$ cat config.mk
export PLATFORM = sky130hd
export DESIGN_NAME = w_ptr_full_ctl
export DESIGN_NICKNAME = d
export VERILOG_FILES = /design/src/rtl/fifo_pkg.sv /design/src/rtl/gray2bin_conv.sv /design/src/rtl/w_ptr_full_ctl.sv
export SDC_FILE = /design/constraint.sdc
export NUM_CORES = 1
export LEC_CHECK = 0
export ABC_AREA = 1
export CAP_MARGIN = 30
export CORE_MARGIN = 3
export CORE_UTILIZATION = 46
export CTS_BUF_LIST = sky130_fd_sc_hd__clkbuf_8
export DETAILED_ROUTE_END_ITERATION = 7
export PLACE_DENSITY = 0.88
export SLEW_MARGIN = 20
export SYNTH_ARGS = -nofsm -noshare
export SYNTH_HDL_FRONTEND = slang
export SYNTH_SLANG_ARGS = --single-unit
$ cat constraint.sdc
create_clock -name w_clk -period 2.1 [get_ports w_clk]
set_clock_uncertainty 0.15 [all_clocks]
set_input_delay 0.42 -clock w_clk [delete_from_list [all_inputs] [get_ports w_clk]]
set_output_delay 0.42 -clock w_clk [all_outputs]
set_load 0.02 [all_outputs]
$ cat src/rtl/fifo_pkg.sv
// Shared async-FIFO constants and Gray/binary pointer helpers.
// The helpers take zero-extended 32-bit operands, so one function pair serves every pointer width.
package fifo_pkg;

  localparam int unsigned ADDR_BITS_DEF = 4;
  localparam int unsigned PTR_BITS_DEF  = ADDR_BITS_DEF + 1;

  function automatic logic [31:0] bin2gray(input logic [31:0] b);
    return b ^ (b >> 1);
  endfunction

  // Each binary bit is the XOR of all Gray bits at or above it.
  function automatic logic [31:0] gray2bin(input logic [31:0] g);
    logic [31:0] b;
    b = '0;
    for (int i = 0; i < 32; i++) begin
      b[i] = ^(g >> i);
    end
    return b;
  endfunction

endpackage

$ cat src/rtl/gray2bin_conv.sv
// Combinational Gray-to-binary converter (XOR prefix from the MSB down).
module gray2bin_conv #(
  parameter int unsigned W = 5
) (
  input  logic [W-1:0] g,
  output logic [W-1:0] b
);

  always_comb begin
    b = '0;
    for (int i = 0; i < int'(W); i++) begin
      b[i] = ^(g >> i);
    end
  end

endmodule

$ cat src/rtl/w_ptr_full_ctl.sv
// Write-domain pointer, full flag, fill level and sticky overflow for the async FIFO.
// Optional almost-full threshold compare is built when W_PTR_AFULL_EN is defined.
module w_ptr_full_ctl
  import fifo_pkg::*;
#(
  parameter int unsigned ADDR_BITS = ADDR_BITS_DEF
) (
  input  logic                 w_clk,
  input  logic                 w_rst,
  input  logic                 w_inc,
  input  logic [ADDR_BITS:0]   ff2_r_ptr,
  input  logic                 w_ovf_clr,
`ifdef W_PTR_AFULL_EN
  input  logic [ADDR_BITS:0]   w_afull_thr,
  output logic                 w_afull,
`endif
  output logic [ADDR_BITS:0]   w_ptr,
  output logic [ADDR_BITS-1:0] w_addr,
  output logic                 w_full,
  output logic [ADDR_BITS:0]   w_level,
  output logic                 w_ovf
);

  localparam int unsigned PW = ADDR_BITS + 1;

  logic          wr_en;
  logic [PW-1:0] r_bin;
  logic [PW-1:0] r_ptr_full_cmp;

  logic [PW-1:0] w_bin_q,   w_bin_d;
  logic [PW-1:0] w_ptr_q,   w_ptr_d;
  logic          w_full_q,  w_full_d;
  logic [PW-1:0] w_level_q, w_level_d;
  logic          w_ovf_q,   w_ovf_d;
`ifdef W_PTR_AFULL_EN
  logic          w_afull_q, w_afull_d;
`endif

  gray2bin_conv #(.W(PW)) u_r_g2b (
    .g (ff2_r_ptr),
    .b (r_bin)
  );

  // Next-state pointers and flags; full/level look at the post-edge pointer so they never overshoot.
  always_comb begin
    wr_en          = w_inc & ~w_full_q;
    w_bin_d        = w_bin_q + PW'(wr_en);
    w_ptr_d        = PW'(bin2gray(32'(w_bin_d)));
    r_ptr_full_cmp = {~ff2_r_ptr[ADDR_BITS:ADDR_BITS-1], ff2_r_ptr[ADDR_BITS-2:0]};
    w_full_d       = (w_ptr_d == r_ptr_full_cmp);
    w_level_d      = w_bin_d - r_bin;
    w_ovf_d        = w_ovf_clr ? 1'b0 : w_ovf_q;
    if (w_inc && w_full_q) begin
      w_ovf_d = 1'b1;
    end
  end

`ifdef W_PTR_AFULL_EN
  always_comb begin
    w_afull_d = (w_level_d >= w_afull_thr);
  end
`endif

  always_ff @(posedge w_clk or posedge w_rst) begin
    if (w_rst) begin
      w_bin_q  <= '0;
      w_ptr_q  <= '0;
      w_full_q <= 1'b0;
    end else begin
      w_bin_q  <= w_bin_d;
      w_ptr_q  <= w_ptr_d;
      w_full_q <= w_full_d;
    end
  end

  always_ff @(posedge w_clk or posedge w_rst) begin
    if (w_rst) begin
      w_level_q <= '0;
      w_ovf_q   <= 1'b0;
`ifdef W_PTR_AFULL_EN
      w_afull_q <= 1'b0;
`endif
    end else begin
      w_level_q <= w_level_d;
      w_ovf_q   <= w_ovf_d;
`ifdef W_PTR_AFULL_EN
      w_afull_q <= w_afull_d;
`endif
    end
  end

  assign w_ptr   = w_ptr_q;
  assign w_addr  = w_bin_q[ADDR_BITS-1:0];
  assign w_full  = w_full_q;
  assign w_level = w_level_q;
  assign w_ovf   = w_ovf_q;
`ifdef W_PTR_AFULL_EN
  assign w_afull = w_afull_q;
`endif

endmodule
# == After elaboration in Yosys (flattened, before gate mapping) ==
# Index checks and enable logic that the tools add are counted.
# word_totals
reg_bits,17
inputBits,9
elab_cells,21
# op_classes
add_sub_neg,2
n_eq_ne,1
muxes,2
bitwise_logic,4
n_reduce_logical,7
# ops
op,n
5-bit XOR reduction,5
5-bit by 1-bit adder with 5-bit output,1
5-bit equality test,1
5-bit subtractor,1
5-bit by 4-bit bitwise XOR with 5-bit output,1
1-bit 2-to-1 mux,2
2-bit inverter,1
2-bit nonzero test,1
1-bit AND,1
1-bit logical AND,1
1-bit inverter,1

# == Longest topological paths before layout ==
# logic_depth
ltp_word,5
mapped_depth,14
ltp_nobuf,14

# == Modules after synthesis ==
# A second synthesis with hierarchy kept.
# unflattened
cells_unflattened,133
hier_area_um2,1011.0
# by_module_without_submodules
module,n_inst,cells_per_inst,area_per_inst_um2,seq_area_each_um2
w_ptr_full_ctl,1,112,893.4,400.4
gray2bin_conv,1,21,117.6,0.0

# == Worst setup path before layout ==
# No wires, ideal clock.
# synth_path
path_kind,reg-to-reg
start,"reg w_full_q, in the netlist w_full"
end,"reg w_level_q[4], in the netlist w_level[4]"
t_arrival_ns,1.951
slack_ns,-0.066
stages_incl_launch_ff,11
path_buffers,0
period_less_slack_ns,2.166
path_cell_list,dfrtp_1 nor2_1 ha_1 ha_1 inv_2 fa_1 inv_1 nand3_1 nand2_1 nand3_1 nand2_1
# synth_between
elab_chain_len,4
# synth_rtl
element,line_no,text
"start, declared",w_ptr_full_ctl.sv:32,"logic w_full_q, w_full_d;"
"start signal, assigned",w_ptr_full_ctl.sv:72,w_full_q <= w_full_d;
1-bit inverter,w_ptr_full_ctl.sv:46,wr_en = w_inc & ~w_full_q;
1-bit AND,w_ptr_full_ctl.sv:46,
5-bit by 1-bit adder with 5-bit output,w_ptr_full_ctl.sv:47,w_bin_d = w_bin_q + PW'(wr_en);
net w_bin_d[1],w_ptr_full_ctl.sv:30,"logic [PW-1:0] w_bin_q, w_bin_d;"
5-bit subtractor,w_ptr_full_ctl.sv:51,w_level_d = w_bin_d - r_bin;
net w_level_d[4],w_ptr_full_ctl.sv:33,"logic [PW-1:0] w_level_q, w_level_d;"
"end signal, assigned",w_ptr_full_ctl.sv:84,w_level_q <= w_level_d;
"end, declared",w_ptr_full_ctl.sv:33,
# The timed path passes the listed nets, and every way through them passes these cells.
# A chain may end at the register's enable or synchronous reset.

# == Worst setup path after layout ==
# layout_path
start,reg w_bin_q[2]
end,out w_addr[2]
# layout_lines
element,line_no,text
"start, declared",w_ptr_full_ctl.sv:30,
"start signal, assigned",w_ptr_full_ctl.sv:70,w_bin_q <= w_bin_d;
"end, declared",w_ptr_full_ctl.sv:18,"output logic [ADDR_BITS-1:0] w_addr,"
# No word-level cell between the ends.

==> summary.md <==
| Metric | Value |
|---|---|
| Startpoint Class | flip-flop |
| Antenna viol nets, final | 0 |
| Die height | 53.3 µm |
| Placed insts | 206 |
| Setup WS pre-CTS | -0.691 ns |
| CTS tree | built |
| Crit-path max FO | 9 |
| Netlist cell types | 18 |
| Power after layout | 2.74 mW |
| Mux cell area share after synthesis | 0% |
| Clock sink count | 16 |
| CP cell instances | clkdlybuf4s50_1 |
| Final period util | 97.2% |
| Worst Hold Class | in -> async |
| Syn_area_per_cell | 7.53 µm² |
| Pleak | 0.849 nW |
| Adder-Cell Fraction of Synth Area | 8.01% |
| Met3 Usage GRT | 1.41% |
| Met1 Track Usage GR | 27.8% |
| Hold Vio Cnt, Final | 0 |
| Area growth from synthesis to layout | 57.4% |
| DRT iter0 DRCs | 19 |
| Max clock buf depth | 2 |
| Clock Latency Late Sink | 0.25 ns |
| Initial antenna violation count | 0 |
| Yosys warns | 0 |
| GP Congestion | 0.901 |
| Core ar. | 2040 µm² |
| Setup violators final | 0 |
| Final std cells w/o fill | 212 |
| PortBufs | 24 |
| Routed wire length | 3020 µm |
| H-tree level count | 1 |
| Setup CP Type | reg -> out |
| Minimum clock period | 2.04 ns |
| Synth Instances | 137 |
| Peak supply drop | 0.00105 V |
| Worst Setup End Kind | primary output |
| Pins Over Slew Limit | 0 |
| Final Worst Setup Slack | 0.0578 ns |
| Share of layout cells above drive strength 1 | 38.4% |
| Worst Path Arrival | 1.47 ns |
| Overflow after GRT | 0 |
| # rows | 16 |
| Final nets | 201 |
| CTS root buffer | clkbuf_8 |
| First-pass GRT wire length | 5070 µm |
| Die X | 53.3 µm |
| Clock share of power | 8.7% |
| Vias in the first global route | 1133 |
| DRC viols | 0 |
| Post-synthesis sequential area ratio | 38.8% |
| Reg2reg path depth | 12 |
| Largest family of logic cells by synthesized area | simple AND/OR/NAND/NOR gates |
| Initial Utilization | 50.5% |
| Total stage count of the critical path | 1 |
| Num ports | 25 |
| Status | finished clean |
| Crit path max-delay cell type | clkdlybuf4s50_1 |
| Synth Area in XOR/XNOR | 4.25% |
| Net Switching | 1.25 mW |
| Compound-Gate Fraction of Synth Area | 1.70% |
| Yosys top cell by area | dfrtp_1 |
| Max-Cap Viols | 0 |
| GRT Max-Usage Layer | met2 |
| Switching part of the total | 45.6% |
| Int Pwr | 1.49 mW |
| Synth area leaders | dfrtp_1 (39%), nand2_1 (15%), nand3_1 (9.2%) |
| HPWL after detailed placement | 2060 µm |
| Cts bufs inserted | 3 |
| Crit path buffers/inverters | 1 |
| Req. time, crit path | 1.53 ns |
| Syn_nets | 152 |
| Final core occ | 79.5% |
| Slew @ Worst Pin | 0.344 ns |
| Relative slew margins | 77.0% |
| Synth Area in Simple Gates | 36.3% |
| Via Count | 1079 |
| Pin count of the biggest net entering global routing | 17 |
| Crit-path leading delay family | buffers and inverters |
| Pwr Density | 1690 nW/µm² |
| Routed len/inst | 14.2 µm |
| F_max | 490 MHz |
| Share of power burned in registers | 21.0% |
| DRT Pass-1 Iters | 4 |
| Full die area | 2850 µm² |
| Routed vias/inst | 5.09 |
| Yosys top cell area share | 38.8% |
| Clk slew on worst S/H paths | 0.07 ns |
| ANT cells | 0 |
| Grt met2 use | 45.9% |
| Syn Std Cell Area | 1030 µm² |
| Flops & latches, synth | 16 |
| Largest stage delay, worst path | 0.67 ns |
| GRT Util Overall | 24.5% |
| Logic pwr share | 70.2% |
[cells in the final DEF (no fill, tap or decap), types with 2 or more instances in the layout]
cell type	Yosys	final
nand2_1	40	33
buf_4	0	20
inv_1	21	18
clkdlybuf4s50_1	0	18
nand3_1	19	17
nand2_2	10	16
dfrtp_1	16	15
inv_2	6	7
ha_4	0	4
inv_4	0	3
nand2_4	2	3
nand3_2	1	3
nand4_1	3	3
clkbuf_8	0	3
buf_6	1	3
nor2_2	0	2
xor2_1	4	2
nor2_1	4	2
clkbuf_2	0	2
[kinds of logic (layout without fill, tap and decap cells)]
| family | count (synthesis) | after routing |
|---|---|---|
| AOI/OAI and AO/OA | 3 | 3 |
| xor gates and xnor gates | 5 | 5 |
| DFF | 16 | 16 |
| adders and majority gates | 6 | 6 |
| and+or+nand+nor | 79 | 79 |
| buffers and inverters | 28 | 76 |
[Yosys cell counts]
library cell and instances:
ha_1 5, inv_2 6, nand4_1 3, nand2_2 10, a21boi_0 1, xor2_1 4
nand2_4 2, xnor2_1 1, nand3_2 1, buf_6 1, nand3_1 19, nor2_1 4
dfrtp_1 16, o21ai_0 1, a21oi_1 1, nand2_1 40, fa_1 1, inv_1 21
[flip-flops by register name (all words and copies together) (netlist names)]
| register | cells |
|---|---|
| w_bin_q | 5 |
| w_full | 1 |
| w_level | 5 |
| w_ovf | 1 |
| w_ptr | 4 |
[repair_timing]
action | CTS | global route
endpoints found under the setup margin | 6 | 5
setup buffers | 1 | 1
pin swaps | 6 | 12
hold buffers | 0 | 0
resized for setup | 18 | 32
[layout make-up]
cell class	count	area (µm²)
fillers	134	419
flip-flops and latches	16	402
repair buffers	45	395
clock buffers	3	41.3
inverters	27	109
well taps	27	33.8
multi-input cells	93	638
clock inverters	1	3.75
[per-layer routing]
metal	up-vias	wire length [µm]	part of all wire, %
met1	525	1160	39
met2	34	1660	55
met4	0	61	2.0
li1	514	-	-
met5	-	0	0
met3	6	135	4.5
[path summary, 6_finish.rpt]
| check | from | to | slack (ns) |
|---|---|---|---|
| hold reg to reg | w_full | w_ovf | 0.39 |
| setup reg to reg | w_full | w_full | 0.12 |
| hold / removal | w_rst | w_ptr[0] | 0.34 |
| min in group w_clk | w_full | w_ovf | 0.39 |
| setup / recovery | w_bin_q[2] | w_addr[2] | 0.06 |
| max in group asynchronous | w_rst | w_full | 1.26 |
[per-stage QoR]
| step | instance area [µm²] | hold slack, ns | TNS (ns) |
|---|---|---|---|
| finish | 1620 | 0.339 | 0 |
| global route | 1620 | 0.373 | -0.0188 |
| CTS | 1560 | 0.332 | -0.0942 |
| detailed placement | 1450 | 0.368 | -3.47 |
| global placement | 1450 | 0.344 | -2.65 |
| floorplan | 1040 | 0.184 | 0 |
[power by group through the flow]
stage                     clock network [mW]  registers, mW  logic, mW
after floorplan                            0          0.727      0.821
after global placement                     0          0.562       1.61
after detailed placement                   0          0.572       1.67
after CTS                              0.237          0.568       1.79
after global routing                   0.254          0.596       2.08
final                                  0.240          0.576       1.92
No activity file was read; power rests on OpenSTA's default activity.
==> patch 1 (config.mk and constraints unchanged) <==
Build with the macro `W_PTR_AFULL_EN` defined.
--- a/src/rtl/w_ptr_full_ctl.sv
+++ b/src/rtl/w_ptr_full_ctl.sv
@@ -2,2 +2,4 @@
 // Optional almost-full threshold compare is built when W_PTR_AFULL_EN is defined.
+`define W_PTR_AFULL_EN
+
 module w_ptr_full_ctl
Interface: changed (added w_afull and w_afull_thr); port bits go from 25 to 31. The function was not compared with the original's and may differ.
==> patch 1 against the unedited design <==
The flow now finishes with violations (negative setup slack). Sequential share of layout area fell by 3.8 points. Design area is 26% higher. Area after synthesis is 9.8% higher. Register-to-register slack got worse by 0.59 ns. Critical path depth is 11 higher. Critical path type is now in2reg. Non-clock buffer count rose by 28. Highest routed layer unchanged. Total power rose by 31%. Worst setup slack got worse by 0.60 ns. Routed wire length grew 51%. Combinational power is 43% higher. Via count rose by 29%. Global-route usage up 2.6 points. Sequential cell count grew 1. Hold slack got worse by 0.061 ns.
==> patch 1: results (changes against the unedited design) <==
[metrics] cell class contributing the biggest share of worst-path delay: adder cells (was buffers and inverters)
[metrics] Worst setup startpoint: ff2_r_ptr[1] (was w_bin_q[2])
[metrics] switch share: 0.457 (was 0.456)
[metrics] sequential element share of the synthesized area: 0.376 (was 0.388)
[metrics] most common library cells after synthesis: sky130_fd_sc_hd__nand2_1, sky130_fd_sc_hd__inv_1, sky130_fd_sc_hd__dfrtp_1 (was sky130_fd_sc_hd__nand2_1, sky130_fd_sc_hd__inv_1, sky130_fd_sc_hd__nand3_1)
[metrics] setup TNS: -0.627 ns (was 0 ns)
[metrics] worst slack at placement: -1.34 ns (was -0.691 ns)
[metrics] maximum vdd ir drop: 1.29 mV (was 1.05 mV)
[metrics] critical path's largest stage delay: 0.46 ns (was 0.67 ns)
[metrics] Final WS setup: -0.545 ns (was 0.0578 ns)
[metrics] critical-path maximum fanout: 2 (was 9)
[metrics] cells on worst reg2reg path: 14 (was 12)
[metrics] Critical R2R Capture: w_afull (was w_full)
[metrics] violations in the final reports: negative setup slack
[metrics] critical register-to-register path startpoint: w_bin_q[1] (was w_full)
[metrics] count of distinct cell types in the synthesized netlist: 19 (was 18)
[metrics] headroom to the max-slew limit: 0.766 (was 0.770)
[metrics] Routed met3 length: 367 microns (was 135 microns)
[metrics] All-Layer GR Usage: 0.271 (was 0.245)
[metrics] Total Nets Final: 247 (was 201)
[metrics] routability congestion estimate from global placement: 0.888 (was 0.901)
[metrics] Reg2Reg Setup Slack: -0.47 ns (was 0.12 ns)
[metrics] wire length of the first global-routing pass: 6480 microns (was 5070 microns)
[metrics] met2 WL post-DR: 2300 microns (was 1660 microns)
[metrics] count of final setup violators: 3 (was 0)
[metrics] half-perimeter wire length of the detailed placement result: 2590 microns (was 2060 microns)
[metrics] pin count of the biggest net entering global routing: 10 (was 17)
[metrics] status: finished with violations (was finished, final reports clean)
[metrics] routed wire length: 4570 microns (was 3020 microns)
[metrics] Placed Instance Area: 1780 sq um (was 1450 sq um)
[metrics] met1 capacity usage during global routing: 0.295 (was 0.278)
[metrics] class of the worst hold path: in2async (unchanged)
[metrics] total nets after synthesis: 169 (was 152)
[metrics] Met1 Wirelength: 1650 microns (was 1160 microns)
[metrics] Placed Cells incl. Taps: 235 (was 206)
[metrics] global-route met3 utilization: 0.0278 (was 0.0141)
[metrics] number of violations reported at the end of detailed-routing iteration 0: 91 (was 19)
[metrics] cell at the slowest stage of the critical path: sky130_fd_sc_hd__fa_2 (was sky130_fd_sc_hd__clkdlybuf4s50_1)
[metrics] Antenna Cells: 0 (unchanged)
[metrics] Vias/cell: 5.58 (was 5.09)
[metrics] critical path arrival: 2.64 ns (was 1.47 ns)
[metrics] Port Buffer Count: 30 (was 24)
[metrics] cell types occupying the most area after synthesis: sky130_fd_sc_hd__dfrtp_1, sky130_fd_sc_hd__nand2_1, sky130_fd_sc_hd__ha_1 (was sky130_fd_sc_hd__dfrtp_1, sky130_fd_sc_hd__nand2_1, sky130_fd_sc_hd__nand3_1)
[patch 1: changes by cell type after synthesis, sizes merged, moves of 2 or more]
cell | before | now
o21bai | 0 | 2
ha | 5 | 10
inv | 27 | 30
a21oi | 1 | 4
nand2 | 52 | 47
nand3 | 20 | 18
nand3b | 0 | 3
[patch 1: worst min-delay path by stage]
stage | startpoint | to | slack (ns) | depth (start not counted)
6_report | w_rst | w_level[0] | 0.28 | 2
5_1_grt | w_rst | w_level[0] | 0.30 | 2
2_1_floorplan | w_rst | w_afull | 0.20 | 1
4_1_cts | w_rst | w_level[0] | 0.28 | 2
3_3_place_gp | w_ovf | w_ovf | 0.36 | 2
3_5_place_dp | w_ovf | w_ovf | 0.38 | 2
[patch 1: what timing repair did]
item / in CTS / in global routing
resized for setup: 29 / 22
buffers inserted: 8 / 6
pin swaps: 13 / 18
cloned: 0 / 0
setup endpoints to repair: 6 / 4
[patch 1: kinds of logic after synthesis]
| family | count (synthesis) | synth area share |
|---|---|---|
| buf+inv | 30 | 0.0994 |
| simple gates | 74 | 0.302 |
| flops | 17 | 0.376 |
| compound gates | 7 | 0.0365 |
| xor+xnor | 5 | 0.0586 |
| fa+ha+maj | 11 | 0.128 |
[patch 1: layout make-up]
cell class / count / area [sq um]
clock buffers: 3 / 41.3
clock inverters: 1 / 3.75
flip-flops and latches: 17 / 427
repair buffers: 73 / 642
well taps: 28 / 35.0
multi-input cells: 97 / 762
inverters: 30 / 130
fillers: 97 / 235
[patch 1: power by group through the flow]
stage | combinational, mW | sequential [mW] | clock, mW
after CTS | 2.25 | 0.572 | 0.250
after detailed placement | 2.07 | 0.568 | 0
after floorplan | 0.930 | 0.780 | 0
after global routing | 2.90 | 0.594 | 0.269
final | 2.74 | 0.579 | 0.257
after global placement | 1.97 | 0.561 | 0
==> patch 2 (config.mk and constraints unchanged) <==
Made on the original files. Make the reset (`w_rst`) synchronous in 2 clocked blocks. Comments in the files are not updated.
--- a/src/rtl/w_ptr_full_ctl.sv
+++ b/src/rtl/w_ptr_full_ctl.sv
@@ -63,3 +63,3 @@
 
-  always_ff @(posedge w_clk or posedge w_rst) begin
+  always_ff @(posedge w_clk) begin
     if (w_rst) begin
@@ -75,3 +75,3 @@
 
-  always_ff @(posedge w_clk or posedge w_rst) begin
+  always_ff @(posedge w_clk) begin
     if (w_rst) begin
Function: differs if w_rst is asserted again (counterexample within 4 cycles, from zero or initial values and one cycle with w_rst high); with w_rst held inactive, the same outputs for 10 cycles.
==> patch 2 against the unedited design <==
The flow now finishes with violations (negative setup slack). Area after synthesis is 10% lower. Worst setup slack got worse by 0.31 ns. Routed wire length is 44% higher. Synthesized cell count is 12% lower. Non-clock buffer count up 14. Design area up 5.0%. Hold slack got worse by 0.048 ns. Sequential cell count is the same. Critical path type is now in2reg. Largest cell class unchanged.
Power is not compared: it rests on default switching activity, and its combinational part moved more than twofold at a synthesized area within 25%.
==> patch 2: results (changes against the unedited design) <==
[metrics] layout cell share with drive strength beyond 1: 0.451 (was 0.384)
[metrics] number of violations reported at the end of detailed-routing iteration 0: 54 (was 19)
[metrics] Filler Cells Inserted: 52 (was 134)
[metrics] class of the worst hold path: in2reg (was in2async)
[metrics] non-filler instance count after layout: 207 (was 212)
[metrics] pin count of the biggest net entering global routing: 13 (was 17)
[metrics] routed wire length: 4350 microns (was 3020 microns)
[metrics] Placed Cells incl. Taps: 190 (was 206)
[metrics] total nets after synthesis: 135 (was 152)
[metrics] total number of yosys warnings: 0 (unchanged)
[metrics] Reg2Reg Setup Slack: -0.03 ns (was 0.12 ns)
[metrics] cell at the slowest stage of the critical path: sky130_fd_sc_hd__fa_2 (was sky130_fd_sc_hd__clkdlybuf4s50_1)
[metrics] Post-synth ARST share: 0 (was 1.00)
[metrics] status: finished with violations (was finished, final reports clean)
[metrics] Final WS setup: -0.253 ns (was 0.0578 ns)
[metrics] XOR/XNOR share of the synthesized area: 0.104 (was 0.0425)
[metrics] total via count after detailed routing: 1,205 (was 1,079)
[metrics] critical-path maximum fanout: 3 (was 9)
[metrics] half-perimeter wire length of the detailed placement result: 2110 microns (was 2060 microns)
[metrics] violations in the final reports: negative setup slack
[metrics] wire length of the first global-routing pass: 5980 microns (was 5070 microns)
[metrics] compound-cell area share of the yosys netlist: 0.0501 (was 0.0170)
[metrics] critical register-to-register path startpoint: w_full (unchanged)
[metrics] count of final setup violators: 4 (was 0)
[metrics] routability congestion estimate from global placement: 0.818 (was 0.901)
[metrics] Total Nets Final: 198 (was 201)
[metrics] critical path's largest stage delay: 0.38 ns (was 0.67 ns)
[metrics] maximum number of buffers from clock root to sink: 2 (unchanged)
[metrics] sequential element share of the synthesized area: 0.347 (was 0.388)
[metrics] Critical R2R Capture: w_full (unchanged)
[metrics] All-Layer GR Usage: 0.320 (was 0.245)
[metrics] adder-cell share of the synthesized area: 0.0894 (was 0.0801)
[metrics] count of distinct cell types in the synthesized netlist: 20 (was 18)
[metrics] Worst setup startpoint: ff2_r_ptr[2] (was w_bin_q[2])
[metrics] cell class contributing the biggest share of worst-path delay: simple AND/OR/NAND/NOR gates (was buffers and inverters)
[metrics] worst hold-check slack: 0.291 ns (was 0.339 ns)
[metrics] CP Capture Point: w_level[4] (was w_addr[2])
[metrics] setup TNS: -0.424 ns (was 0 ns)
[metrics] critical path arrival: 2.35 ns (was 1.47 ns)
[metrics] most common library cells after synthesis: sky130_fd_sc_hd__nand2_1, sky130_fd_sc_hd__nor2_1, sky130_fd_sc_hd__inv_1 (was sky130_fd_sc_hd__nand2_1, sky130_fd_sc_hd__inv_1, sky130_fd_sc_hd__nand3_1)
[metrics] headroom to the max-slew limit: 0.790 (was 0.770)
[metrics] synthesized area per cell: 7.69 sq um (was 7.53 sq um)
[metrics] Port Buffer Count: 24 (unchanged)
[metrics] most used flip-flop cell after synthesis: sky130_fd_sc_hd__dfxtp_1 (was sky130_fd_sc_hd__dfrtp_1)
-- patch 2: cell count changes in the layout (fill, tap and decap cells not counted), moves of 3 or more --
cell,change
sky130_fd_sc_hd__nand2_1,-17
sky130_fd_sc_hd__buf_6,-3
sky130_fd_sc_hd__nand2_2,-9
sky130_fd_sc_hd__xor2_1,+3
sky130_fd_sc_hd__inv_1,-6
sky130_fd_sc_hd__a21oi_1,+4
sky130_fd_sc_hd__dfrtp_1,-15
sky130_fd_sc_hd__nand3_1,-11
sky130_fd_sc_hd__buf_4,+16
sky130_fd_sc_hd__nor2_1,+15
sky130_fd_sc_hd__inv_4,-3
sky130_fd_sc_hd__dfxtp_1,+15
-- patch 2: timing repair --
| action | 4_1_cts | 5_1_grt |
|---|---|---|
| buffers inserted | 8 | 7 |
| endpoints found under the setup margin | 10 | 7 |
| cloned | 0 | 0 |
| pin swaps | 19 | 16 |
| gates resized for setup | 26 | 19 |
-- patch 2: metrics by stage --
stage / instance area (sq um) / setup slack, ns
after floorplan: 997 / -0.118
after global placement: 1460 / -0.796
after detailed placement: 1460 / -0.886
after CTS: 1630 / -0.122
after global routing: 1700 / -0.305
final: 1700 / -0.253
-- patch 2: report_power, final --
part	internal (mW)	switching, mW	total, mW
sequential	0.332	0.0153	0.347
combinational	0.231	0.256	0.487
clock	0.166	0.116	0.283
-- patch 2: final cells by class --
class	instances	area, sq um	area share
multi-input cells	83	681	0.399
well taps	25	31.3	0.0184
inverters	20	98.8	0.0580
clock buffers	4	55.1	0.0323
repair buffers	59	514	0.302
flip-flops and latches	16	324	0.190
-- patch 2: metal layers --
layer  share of wire  routed length [microns]  track usage
met4           0.078                      340        0.197
met2            0.45                     1980        0.565
met5               0                        0            0
met3            0.13                      548       0.0534
met1            0.34                     1480        0.352
